`src/rtl/count_pkg.sv`:
```
// count_pkg: FSM state encodings and mode constants shared by the counter enable path
package count_pkg;
  typedef enum logic [1:0] {
    IDLE = 2'd0,
    RUN  = 2'd1,
    DONE = 2'd2
  } state_e;
  localparam logic MODE_CONT  = 1'b0;
  localparam logic MODE_BURST = 1'b1;
endpackage

```
`src/rtl/count_enable_gen_tick_divider.sv`:
```
// tick_divider: programmable prescaler, ticks once every div+1 running cycles
module tick_divider #(
  parameter int DIV_W = 8
) (
  input  logic             clk_i,
  input  logic             reset_ni,
  input  logic             load_i,
  input  logic             run_i,
  input  logic [DIV_W-1:0] div_i,
  output logic             tick_o
);
  logic [DIV_W-1:0] div_q, div_d, cnt_q, cnt_d;
  always_comb begin
    tick_o = run_i && (cnt_q == div_q);
    div_d  = load_i ? div_i : div_q;
    // Counter returns to 0 on the tick, so it never exceeds div_q and never wraps
    cnt_d  = (load_i || tick_o) ? '0 : run_i ? cnt_q + 1'b1 : cnt_q;
  end
  always_ff @(posedge clk_i) begin
    if (!reset_ni) begin
      div_q <= '0;
      cnt_q <= '0;
    end else begin
      div_q <= div_d;
      cnt_q <= cnt_d;
    end
  end
endmodule

```
`src/rtl/count_enable_gen.sv`:
```
// count_enable_gen: prescaled enable pulses for up_counter, continuous or N-pulse burst
module count_enable_gen
  import count_pkg::*;
#(
  parameter int DIV_W   = 8,
  parameter int BURST_W = 4
) (
  input  logic               clk_i,
  input  logic               reset_ni,
  input  logic               start_i,
  input  logic               stop_i,
  input  logic               mode_i,
  input  logic [DIV_W-1:0]   div_i,
  input  logic [BURST_W-1:0] burst_len_i,
  output logic               enable_o,
  output logic               busy_o,
  output logic               done_o,
  output logic [BURST_W-1:0] pulses_left_o
);
  state_e             state_q, state_d;
  logic               mode_q, mode_d;
  logic [BURST_W-1:0] left_q, left_d;
  logic               accept, tick, last;
  tick_divider #(.DIV_W(DIV_W)) u_div (
    .clk_i   (clk_i),
    .reset_ni(reset_ni),
    .load_i  (accept),
    .run_i   (state_q == RUN),
    .div_i   (div_i),
    .tick_o  (tick)
  );
  always_comb begin
    accept        = (state_q == IDLE) && start_i && !stop_i;
    last          = tick && (mode_q == MODE_BURST) && (left_q == BURST_W'(1));
    enable_o      = tick;
    busy_o        = (state_q == RUN);
    done_o        = (state_q == DONE);
    pulses_left_o = left_q;
    mode_d        = accept ? mode_i : mode_q;
    state_d       = state_q;
    case (state_q)
      IDLE:    state_d = !accept ? IDLE :
                         (mode_i == MODE_BURST && burst_len_i == '0) ? DONE : RUN;
      RUN:     state_d = stop_i ? IDLE : last ? DONE : RUN;
      default: state_d = IDLE;
    endcase
    // Remaining count is only meaningful in a running burst; it reads 0 everywhere else
    left_d = accept ? ((mode_i == MODE_BURST) ? burst_len_i : '0) :
             (state_q != RUN || stop_i) ? '0 :
             (tick && mode_q == MODE_BURST) ? left_q - 1'b1 : left_q;
  end
  always_ff @(posedge clk_i) begin
    if (!reset_ni) begin
      state_q <= IDLE;
      mode_q  <= MODE_CONT;
      left_q  <= '0;
    end else begin
      state_q <= state_d;
      mode_q  <= mode_d;
      left_q  <= left_d;
    end
  end
endmodule

```
`config.mk`:
```
export PLATFORM = sky130hd
export DESIGN_NAME = count_enable_gen
export DESIGN_NICKNAME = d
export VERILOG_FILES = /design/src/rtl/count_pkg.sv /design/src/rtl/count_enable_gen_tick_divider.sv /design/src/rtl/count_enable_gen.sv
export SDC_FILE = /design/constraint.sdc
export NUM_CORES = 1
export LEC_CHECK = 0
export ABC_AREA = 1
export CAP_MARGIN = 20
export CORE_MARGIN = 3
export CORE_UTILIZATION = 35
export CTS_BUF_LIST = sky130_fd_sc_hd__clkbuf_2
export CTS_CLUSTER_DIAMETER = 30
export DETAILED_ROUTE_END_ITERATION = 8
export PLACE_DENSITY_LB_ADDON = 0.3
export SYNTH_ARGS = -nofsm -noshare
export SYNTH_HDL_FRONTEND = slang
export SYNTH_SLANG_ARGS = --single-unit
export TNS_END_PERCENT = 1
```
`constraint.sdc`:
```
create_clock -name clk_i -period 1.5 [get_ports clk_i]
set_clock_uncertainty 0.1 [all_clocks]
set_input_delay 0.15 -clock clk_i [delete_from_list [all_inputs] [get_ports clk_i]]
set_output_delay 0.15 -clock clk_i [all_outputs]
set_load 0.05 [all_outputs]
```
# ---- Yosys cells after proc, flatten, opt, wreduce, memory -nomap -nowiden
# Index checks and enable logic that the tools add are counted.
dict set report classes {
  n_addsub 2
  mul 0
  div_mod_pow 0
  n_lt_le_gt_ge 0
  eq_ne 5
  shifts 0
  muxes 9
  bitwise_logic 1
  n_reduce_logical 13
}
# operator count
set ops {}
lappend ops {{$mux W4} 4}
lappend ops {{$add A8 B1 Y8 const B} 1}
lappend ops {{$eq A8 B8 Y1} 1}
lappend ops {{$mux W2} 4}
lappend ops {{$logic_and A1 B1 Y1} 6}
lappend ops {{$eq A4 B1 Y1 const B} 1}
lappend ops {{$logic_not A4 Y1} 1}
lappend ops {{$pmux W2 S2} 1}
lappend ops {{$sub A4 B1 Y4 const B} 1}
lappend ops {{$reduce_bool A3 Y1} 1}
lappend ops {{$eq A2 B1 Y1 const B} 1}
lappend ops {{$eq A2 B2 Y1 const B} 1}
lappend ops {{$logic_not A2 Y1} 1}
lappend ops {{$logic_or A1 B1 Y1} 2}
lappend ops {{$ne A2 B1 Y1 const B} 1}
lappend ops {{$reduce_or A2 Y1} 1}
lappend ops {{$logic_not A1 Y1} 1}
lappend ops {{$not A1 Y1} 1}
dict set report word_totals {
  ff_bits 23
  latchBits 0
  ram_bits 0
  rom_bits 0
  inputBits 17
  output_inout_bits 7
  wordCells 35
  memories 0
}

# ---- Depth between registers and ports, before layout
# Gate-level depths: netlist (run 1).
dict set report depth {
  depth_word 7
  mapped_depth 10
  ltp_nobuf 10
}

# ---- Hierarchy
# From an unflattened synthesis (run 1), not the netlist that was laid out.
dict set report hier_totals {
  cells_unflattened 207
  area_unflattened_um2 1362.6
}
# module n_inst cells_each area_each_um2 seq_area_each_um2
set by_module_without_submodules {}
lappend by_module_without_submodules {tick_divider 1 124 859.6 320.3}
lappend by_module_without_submodules {count_enable_gen 1 83 503.0 140.1}

# ---- Least setup slack after synthesis (run 1)
# OpenSTA, ideal clock, no wires.
dict set report synth_timing {
  path_type {reg2reg}
  start {register u_div.cnt_q[4]}
  end {register state_q[1]}
  setup_time_ns 0.070
  arrival_time_ns 1.666
  setup_slack_ns -0.336
  path_stages_with_launch 9
  path_buffers 0
  cell_sequence {dfxtp_1 > inv_2 > nand2_1 > nand2_1 > nor2_1 > nand3_1 > nor2_1 > nand4_1 > a21oi_1}
}
dict set report synth_via {
  elab_chain_len 7
}
# item line
set synth_rtl {}
lappend synth_rtl {{start: declaration} count_enable_gen_tick_divider.sv:12} ;# logic [DIV_W-1:0] div_q, div_d, cnt_q, cnt_d;
lappend synth_rtl {{start signal: assignment} count_enable_gen_tick_divider.sv:25} ;# cnt_q <= cnt_d;
lappend synth_rtl {{$eq A8 B8 Y1} count_enable_gen_tick_divider.sv:14} ;# tick_o = run_i && (cnt_q == div_q);
lappend synth_rtl {{$logic_and A1 B1 Y1} count_enable_gen_tick_divider.sv:14}
lappend synth_rtl {{named net enable_o} count_enable_gen.sv:15} ;# output logic enable_o,
lappend synth_rtl {{$logic_and A1 B1 Y1 (2 in series)} count_enable_gen.sv:34} ;# last = tick && (mode_q == MODE_BURST) && (left_q == BURST_W'(1));
lappend synth_rtl {{$mux W2 (2 in series)} count_enable_gen.sv:44} ;# RUN: state_d = stop_i ? IDLE : last ? DONE : RUN;
lappend synth_rtl {{$pmux W2 S2} count_enable_gen.sv:41} ;# case (state_q)
lappend synth_rtl {{end signal: assignment} count_enable_gen.sv:58} ;# state_q <= state_d;
lappend synth_rtl {{end: declaration} count_enable_gen.sv:20} ;# state_e state_q, state_d;
# The timed path passes the listed nets, and every way through them passes these cells.
# A chain may end at the register's enable or synchronous reset.

# ---- Worst setup path in the final report (run 1)
dict set report layout_timing {
  start {register u_div.cnt_q[0]}
  end {output port enable_o}
}
dict set report layout_via {
  elab_chain_len 2
}
# item line
set layout_rtl {}
lappend layout_rtl {{$eq A8 B8 Y1} count_enable_gen_tick_divider.sv:14}
lappend layout_rtl {{$logic_and A1 B1 Y1} count_enable_gen_tick_divider.sv:14}
lappend layout_rtl {{end: declaration} count_enable_gen.sv:15}
# Every way passes these cells.

==> results of run 1 <==
[worst paths after layout]
| check | start | end | slack [ns] | depth (start not counted) |
|---|---|---|---|---|
| worst max-delay path | u_div.cnt_q[0] | enable_o | -0.19 | 7 |
| worst min register to register | u_div.div_q[4] | u_div.div_q[4] | 0.38 | 2 |
| worst max register to register | state_q[1] | pulses_left_o[0] | -0.18 | 10 |
| worst min-delay path | div_i[1] | u_div.div_q[1] | 0.28 | 3 |
[synth_stat cells]
| master | instances | area, µm² |
|---|---|---|
| a21oi_1 | 14 | 70.1 |
| buf_2 | 1 | 5.00 |
| nand2_2 | 4 | 25.0 |
| nor2_1 | 29 | 109 |
| or2_2 | 1 | 6.26 |
| dfxtp_1 | 23 | 460 |
| xor2_1 | 5 | 43.8 |
| inv_2 | 4 | 15.0 |
| ha_1 | 3 | 37.5 |
| nor2_4 | 1 | 11.3 |
| nand2_1 | 43 | 161 |
| nand4_1 | 3 | 18.8 |
| inv_1 | 23 | 86.3 |
| nor3_1 | 1 | 5.00 |
| buf_4 | 1 | 7.51 |
| nand3_2 | 2 | 20.0 |
| o22ai_1 | 1 | 6.26 |
| nor3_2 | 2 | 20.0 |
| nor2_2 | 5 | 31.3 |
| nand3_4 | 1 | 17.5 |
| buf_6 | 1 | 11.3 |
| o21ai_0 | 12 | 60.1 |
| nand3_1 | 7 | 35.0 |
| nor2b_2 | 1 | 8.76 |
| nor3b_1 | 3 | 22.5 |
| xnor2_1 | 2 | 17.5 |
[sequential cells by signal, indices dropped and copies added (netlist names)]
name,cells
mode_q,1
pulses_left_o,4
state_q,2
u_div.cnt_q,8
u_div.div_q,8
[routing by layer]
| metal | routed length, µm | GRT usage |
|---|---|---|
| met1 | 1510 | 0.199 |
| met4 | 31 | 0.0456 |
| met3 | 103 | 0.0416 |
| met2 | 1590 | 0.261 |
| met5 | 0 | 0 |
[stage by stage]
step                      instances  setup slack [ns]
after detailed placement        267           -0.0730
after global routing            282            -0.317
after global placement          267           -0.0343
final                           282            -0.189
after CTS                       277            -0.226
after floorplan                 193           -0.0701
[layout by cell type (no fill, tap or decap), drive strengths merged, types with 2 or more instances in the layout]
cell type,instances
nor3,3
buf,26
clkdlybuf4s50,16
nor3b,3
xnor2,2
ha,3
a21oi,14
xor2,5
o21ai,12
nand4,3
dfxtp,23
clkbuf,3
nor2,35
nand2,47
inv,27
nand3,10
[worst max-delay path: stages, from the launching register on]
cell	delay [ns]
dfxtp_2	0.41
inv_4	0.05
nand2_2	0.06
nand2_1	0.06
nor2_2	0.12
nand3_2	0.10
nor2_4	0.13
buf_12	0.15
[kinds of logic after synthesis]
group	after synthesis	synth area share
fa+ha+maj	3	0.0286
compound gates	27	0.104
buf+inv	30	0.0953
xor+xnor	7	0.0467
flops	23	0.351
simple gates	103	0.375
[power groups by stage]
stage	Clock (W)	Combinational [W]	Sequential [W]
2_1_floorplan	0	0.000159	0.000685
3_3_place_gp	0	0.000293	0.000671
3_5_place_dp	0	0.000295	0.000671
4_1_cts	0.000264	0.000313	0.000661
5_1_grt	0.000295	0.000375	0.000667
6_report	0.000255	0.000340	0.000663
[area by class of cell]
cell class / count / area, µm²
timing repair buffer: 42 / 442
multi-input combinational: 140 / 812
sequential: 23 / 479
tap: 46 / 57.6
fill: 331 / 1550
inverter: 27 / 104
clock buffer: 3 / 15.0
clock inverter: 1 / 5.00
[timing repair]
action                                  CTS  global route
resized for setup                        22            22
buffers inserted                          6             5
endpoints found under the setup margin    6            16
pin swaps                                 8             9
==> impl_metrics.csv, run 1 <==
group,metric,value,unit
job,maxCapViolCount,0,
power_and_ir_drop,power,0.00126,W
timing,fin_crit_sh,1.13,
power_and_ir_drop,seqPwrFrac,0.527,
power_and_ir_drop,power.leakage,0.785,nW
finish,fin_util,0.552,
worst_setup_path,critPathLaunchType,"register",
detailed_routing,routed_via_density,4.55,
clock_tree,cts_max_path_buffers,2,
power_and_ir_drop,p_sw,0.000396,W
synth,synthesis.instances,193,
clock_tree,numCtsBuffers,3,
die,dieArea,0.00452,mm²
outcome,status,"complete, but fails checks",
worst_setup_path,worstPathMaxFanout,3,
worst_hold_path,hold_path.class,"primary input to register",
clock_tree,clk_pin_slew_worst_paths,0.23,ns
die,core,0.00347,mm²
worst_setup_path,endpoint_kind,"output pin",
power_and_ir_drop,powerDensity,657,mW/mm²
finish,final_cell_area,0.00191,mm²
finish,area_delta_synth_final,45.9,%
detailed_routing,drtPass1Iterations,4,
synth,synth_area_per_cell,6.80,µm²
synth,ys_types,26,
power_and_ir_drop,ir_worst_vdd,0.334,mV
worst_setup_path,arrival,1.44,ns
synth,yosysSeqAreaShare,0.351,
timing,finalHoldViolCount,0,
synth,yosys_register_bits,23,
die,rows,21,
die,die_h,67.2,µm
place,dpl_cell_area,0.00170,mm²
clock_tree,clock-root-buffer,"clkbuf_2",
detailed_routing,drt.antenna.violating_nets,0,
timing,finalSetupViolCount,15,
place,io_buffer_count,23,
die,design.portCount,24,
global_route,antenna_found_initial,0,
finish,nNetsFinal,257,
global_route,grt_pass1_wl,5440,µm
timing,whs,0.285,ns
timing,grt_setup_unrepaired,"true",
timing,fin_setup_tns,-1.61,ns
clock_tree,worstSkewPairLatency,0.35,ns
global_route,grt_max_degree,14,
synth,synth_nets,213,
timing,worst_slew_pin_slew,0.312,ns
place,post-dp-hpwl,2370,µm
outcome,violations,"negative setup slack",
detailed_routing,via_count,1284,
clock_tree,postCtsHoldBufs,0,
timing,slew_headroom,0.791,
place,gp_congestion,0.814,
timing,drv_slew,0,
power_and_ir_drop,p_int,0.000862,W
detailed_routing,drt-initial-drc-count,79,
worst_setup_path,required,1.25,ns
detailed_routing,drcViolationCount,0,
global_route,grt_pass1_vias,1235,
clock_tree,htree_levels,1,
detailed_routing,drt-total-wl,3240,µm
power_and_ir_drop,pwr-share-clk,0.202,
finish,num_antenna_cells,0,
die,fp.dieW,67.2,µm
global_route,grt-ovfl-total,0,
timing,max_freq,0.592,GHz
clock_tree,clkSinkCount,23,
synth,yosysWarnings,0,
timing,finalWorstSetupSlack,-0.189,ns
die,start_util,0.378,
synth,synth_area,0.00131,mm²
clock_tree,cts_tree,"yes",
detailed_routing,wire_per_inst,11.5,µm
worst_setup_path,critPathKind,"register to output pin",
power_and_ir_drop,p_sw_frac,0.315,
power_and_ir_drop,pwr-share-comb,0.270,
timing,fin_crit,1.69,ns
global_route,grt_usage,0.157,
finish,final_layout_size_suffix_gt1_frac,0.360,
Power figures use the tool's default switching activity.
==> inputs of run 2 (changes only) <==
--- a/config.mk
+++ b/config.mk
@@ -6,6 +6,7 @@
 export NUM_CORES = 1
 export LEC_CHECK = 0
 export ABC_AREA = 1
+export ABC_CLOCK_PERIOD_IN_PS = 1500
 export CAP_MARGIN = 20
 export CORE_MARGIN = 3
 export CORE_UTILIZATION = 35
==> results of run 2 <==
Same layout as run 1: the final DEF is identical, and so are final timing and power.
==> patch 1, RTL diff (flow settings as in run 2) <==
Re-encode `state_e` (3 states) as one-hot, 3 bits wide.
--- a/src/rtl/count_pkg.sv
+++ b/src/rtl/count_pkg.sv
@@ -1,8 +1,8 @@
 // count_pkg: FSM state encodings and mode constants shared by the counter enable path
 package count_pkg;
-  typedef enum logic [1:0] {
-    IDLE = 2'd0,
-    RUN  = 2'd1,
-    DONE = 2'd2
+  typedef enum logic [2:0] {
+    IDLE = 3'b001,
+    RUN  = 3'b010,
+    DONE = 3'b100
   } state_e;
   localparam logic MODE_CONT  = 1'b0;
Function: same outputs for any inputs over 10 cycles, from zero or initial values and one cycle with reset_ni low; not proved beyond that.
==> patch 1 against run 2 <==
The run still ends with setup timing left; power rose by 8.2%; setup slack got worse by 0.062 ns; sequential power rose by 2%; critical path depth fell by 2; sequential cell count rose by 1; clock power rose by 67%; synthesized cell count rose by 1.0%; worst hold slack improved by 0.0078 ns; design area rose by 5.7%; area after synthesis rose by 2.9%; wire length barely moved; global-route usage rose by 0.17 points.
==> patch 1: results (changes against run 2) <==
| Metric | Value |
|---|---|
| Largest net degree at the start of global routing | `15 (+1)` |
| Layout cell share with drive strength beyond 1 | `28.5% (-7.5 points)` |
| DRT Pass-1 Iters | `4 (unchanged)` |
| Internal | `1.02 mW (+19%)` |
| Later-pin clock latency in the skew report | `0.34 ns` |
| # port buffers | `23 (unchanged)` |
| Global-route wire length before repair | `5.63 mm (+3.5%)` |
| Worst IR Drop VDD | `640 uV (+92%)` |
| Post-DP HPWL | `2.58 mm (+9.1%)` |
| DRT iter0 DRCs | `90 (+14%)` |
| DR WL/cell | `11.0 um (-4.4%)` |
| Static leakage | `0.829 nW (+5.6%)` |
| Crit path DAT | `1.50 ns (+0.06 ns)` |
| Final Wtd Congestion | `0.866 (+6.5%)` |
| CTS clk-pin slew, worst paths | `0.24 ns` |
| Worst slew pin tran | `0.378 ns (+0.0667 ns)` |
| Async SR Flop Fraction | `0% (unchanged)` |
| Antenna violations before repair | `0 (unchanged)` |
| Syn_area_per_cell | `6.92 um^2 (+1.8%)` |
| Nets | `270 (+5.1%)` |
| Setup TNS | `-0.632 ns (+0.979 ns)` |
| Final setup viols | `7 (-8)` |
| Pre-CTS setup slack | `-0.113 ns (-0.0397 ns)` |
| H-tree depth | `1 (unchanged)` |
| GRT Total Usage | `15.9% (+0.17 points)` |
| Distinct cells, synth | `26 (unchanged)` |
| CTS buffer count | `3 (unchanged)` |
| Count of warnings emitted by yosys | `0 (unchanged)` |
| CTS max path bufs | `2 (unchanged)` |
| Vias in the first global route | `1,313 (+6.3%)` |
| Vias per cell | `4.56 (+0.13%)` |
| Slowest cell on the critical path | `dfxtp_2` |
| Critical Path Fanout Max | `4 (+1)` |
| Failing checks | `setup timing` |
| Antenna Cells | `0 (unchanged)` |
| Post-place instance area | `1910 um^2 (+12%)` |
| Sequential share of the synthesized area | `35.6% (+0.51 points)` |
| Hold WC Path Type | `input port to register` |
| Fin worst setup slack | `-0.250 ns (-0.0616 ns)` |
| Top cells by area, synth | `dfxtp_1 (36%), nand2_1 (12%), inv_1 (7.5%)` |
| Commonest cells post-synth | `nand2_1 (44), inv_1 (27), dfxtp_1 (24), a21oi_1 (19), nor2_1 (19)` |
| Family with the most delay on the worst path | `simple AND/OR/NAND/NOR gates` |
| Cell Count Post-Placement | `289 (+8.2%)` |
| Syn_nets | `215 (+0.94%)` |
| Clock Root Buffer | `clkbuf_2` |
| Final Routed Wirelength | `3.24 mm (about the same)` |
| Status | `finished with violations` |
| Crit-path max cell delay | `0.39 ns (-0.02 ns)` |
## patch 1: cell families after synthesis
logic type      synth area share [%]
fa+ha+maj                       2.78
xor+xnor                        5.19
compound gates                  11.5
buf+inv                         9.82
simple gates                    35.1
flops                           35.6
## patch 1: metal layers
layer | routed length (um) | GRT usage (%) | up-vias
met5 | 0 | 0 | -
met4 | 19 | 2.23 | 0
met3 | 134 | 4.11 | 2
met2 | 1520 | 26.7 | 19
met1 | 1560 | 20.8 | 594
li1 | - | - | 730
## patch 1: timing repair
item,4_1_cts,5_1_grt
setup buffers,2,0
gates resized for setup,15,9
setup endpoints to repair,16,24
pin swaps,6,1
endpoints found under the hold margin,0,0
## patch 1: path summary, 6_finish.rpt
path	start	slack, ns	cells past startpoint	to
setup / recovery	state_q[0]$_SDFF_PN1_	-0.25	5	enable_o
hold / removal	div_i[7]	0.29	3	u_div.div_q[7]$_SDFFE_PN0N_
setup reg to reg	state_q[0]$_SDFF_PN1_	-0.09	9	pulses_left_o[2]$_SDFFE_PN0P_
hold reg to reg	u_div.div_q[1]$_SDFFE_PN0N_	0.39	2	u_div.div_q[1]$_SDFFE_PN0N_
## patch 1: power by group through the flow
stage          clock network [mW]  registers (mW)  logic (mW)
6_report                    0.425           0.678       0.258
5_1_grt                     0.465           0.682       0.287
4_1_cts                     0.439           0.678       0.251
3_5_place_dp                    0           0.692       0.243
3_3_place_gp                    0           0.691       0.241
2_1_floorplan                   0           0.696       0.117
## patch 1: layout make-up
class,count,area (um^2)
inverters,29,109
flip-flops and latches,24,494
well taps,46,57.6
repair buffers,53,533
clock buffers,3,15.0
multi-input cells,139,785
clock inverters,1,30.0
fillers,336,1500
==> patch 2, RTL diff (settings of run 2) <==
Without the edit above. `DIV_W` is set to 8 in 2 places; all go to 9.
--- a/src/rtl/count_enable_gen_tick_divider.sv
+++ b/src/rtl/count_enable_gen_tick_divider.sv
@@ -1,5 +1,5 @@
 // tick_divider: programmable prescaler, ticks once every div+1 running cycles
 module tick_divider #(
-  parameter int DIV_W = 8
+  parameter int DIV_W = 9
 ) (
   input  logic             clk_i,
--- a/src/rtl/count_enable_gen.sv
+++ b/src/rtl/count_enable_gen.sv
@@ -3,5 +3,5 @@
   import count_pkg::*;
 #(
-  parameter int DIV_W   = 8,
+  parameter int DIV_W   = 9,
   parameter int BURST_W = 4
 ) (
Interface: changed (resized div_i); port bits go from 24 to 25. The function was not compared with the original's and may differ.
==> patch 2 against run 2 <==
The flow still finishes with violations (setup timing); via count is 14% higher; area after synthesis is 5.4% higher; synthesized cell count is 10% higher; critical path depth is 1 higher; setup slack worse by 0.16 ns; wire length is 11% higher; die area is 5.0% higher; register-to-register slack worse by 0.10 ns; power is 9.1% higher; design area is 10% higher; sequential cell count is 2 higher; utilization is 1.3 points higher; largest cell class unchanged; highest routed layer unchanged.
==> patch 2: results (changes against run 2) <==
| Metric | Value |
|---|---|
| Nets | `295 (+15%)` |
| Pre-CTS setup slack | `-0.104 ns (-0.0311 ns)` |
| Layout cell share with drive strength beyond 1 | `33.0% (-3.0 points)` |
| # port buffers | `24 (+4.3%)` |
| Worst slew pin tran | `0.333 ns (+0.0209 ns)` |
| Post-place instance area | `1910 um^2 (+12%)` |
| Status | `finished with violations` |
| Global-route wire length before repair | `6.02 mm (+11%)` |
| Largest net degree at the start of global routing | `20 (+6)` |
| Fin worst setup slack | `-0.344 ns (-0.155 ns)` |
| Critical Path Fanout Max | `6 (+3)` |
| Syn_nets | `234 (+9.9%)` |
| Syn_area_per_cell | `6.50 um^2 (-4.5%)` |
| Setup TNS | `-1.92 ns (-0.310 ns)` |
| Post-Layout Cell Count | `321 (+14%)` |
| Static leakage | `0.931 nW (+19%)` |
| Reg2reg path depth | `14 (+4)` |
| Crit-path max cell delay | `0.38 ns (-0.03 ns)` |
| Crit path launch | `state_q[1]$_SDFF_PN0_` |
| Worst IR Drop VDD | `554 uV (+66%)` |
| M3 GR Usage | `4.38% (+0.22 points)` |
| Final setup viols | `14 (-1)` |
| Top cells by area, synth | `dfxtp_1 (36%), nand2_1 (14%), inv_1 (9.5%)` |
| R2R Path Start | `u_div.div_q[1]$_SDFFE_PN0P_` |
| Crit path DAT | `1.59 ns (+0.15 ns)` |
| Vias per cell | `4.56 (+0.23%)` |
| CTS clk-pin slew, worst paths | `0.25 ns (+0.02 ns)` |
| Commonest cells post-synth | `nand2_1 (53), inv_1 (35), nor2_1 (27), dfxtp_1 (25), a21oi_1 (17)` |
| DR WL/cell | `11.2 um (-2.1%)` |
| Distinct cells, synth | `25 (-3.8%)` |
| Vias in the first global route | `1,343 (+8.7%)` |
| Internal | `0.961 mW (+11%)` |
| Wire length on met2 | `1.72 mm (+8.1%)` |
| DRT iter0 DRCs | `83 (+5.1%)` |
| Failing checks | `setup timing` |
| GRT Total Usage | `17.1% (+1.4 points)` |
| Seq. pwr | `0.717 mW (+8.1%)` |
| Met1 wire length | `1.67 mm (+11%)` |
| Final Wtd Congestion | `0.817 (+0.48%)` |
patch 2: final timing paths:
kind | to | slack, ns
max | enable_o | -0.34
min | u_div.div_q[1]$_SDFFE_PN0P_ | 0.26
max reg2reg | state_q[1]$_SDFF_PN0_ | -0.28
min reg2reg | u_div.div_q[1]$_SDFFE_PN0P_ | 0.38
patch 2: timing repair:
action,in CTS,in global routing
buffers inserted,12,1
setup endpoints to repair,15,22
resized for setup,21,18
pin swaps,7,7
patch 2: kinds of logic (layout without fill, tap and decap cells):
logic type | count (synthesis) | count (layout) | synth area share, %
simple gates | 105 | 105 | 32.6
buf+inv | 40 | 100 | 11.4
compound gates | 31 | 31 | 11.5
flops | 25 | 25 | 36.2
xor+xnor | 9 | 9 | 5.70
fa+ha+maj | 3 | 3 | 2.71
patch 2: layout make-up:
cell class              count  area (um^2)
flip-flops and latches     25          524
clock buffers               4         20.0
repair buffers             61          587
fillers                   369         1630
multi-input cells         148          788
inverters                  35          135
well taps                  48         60.1
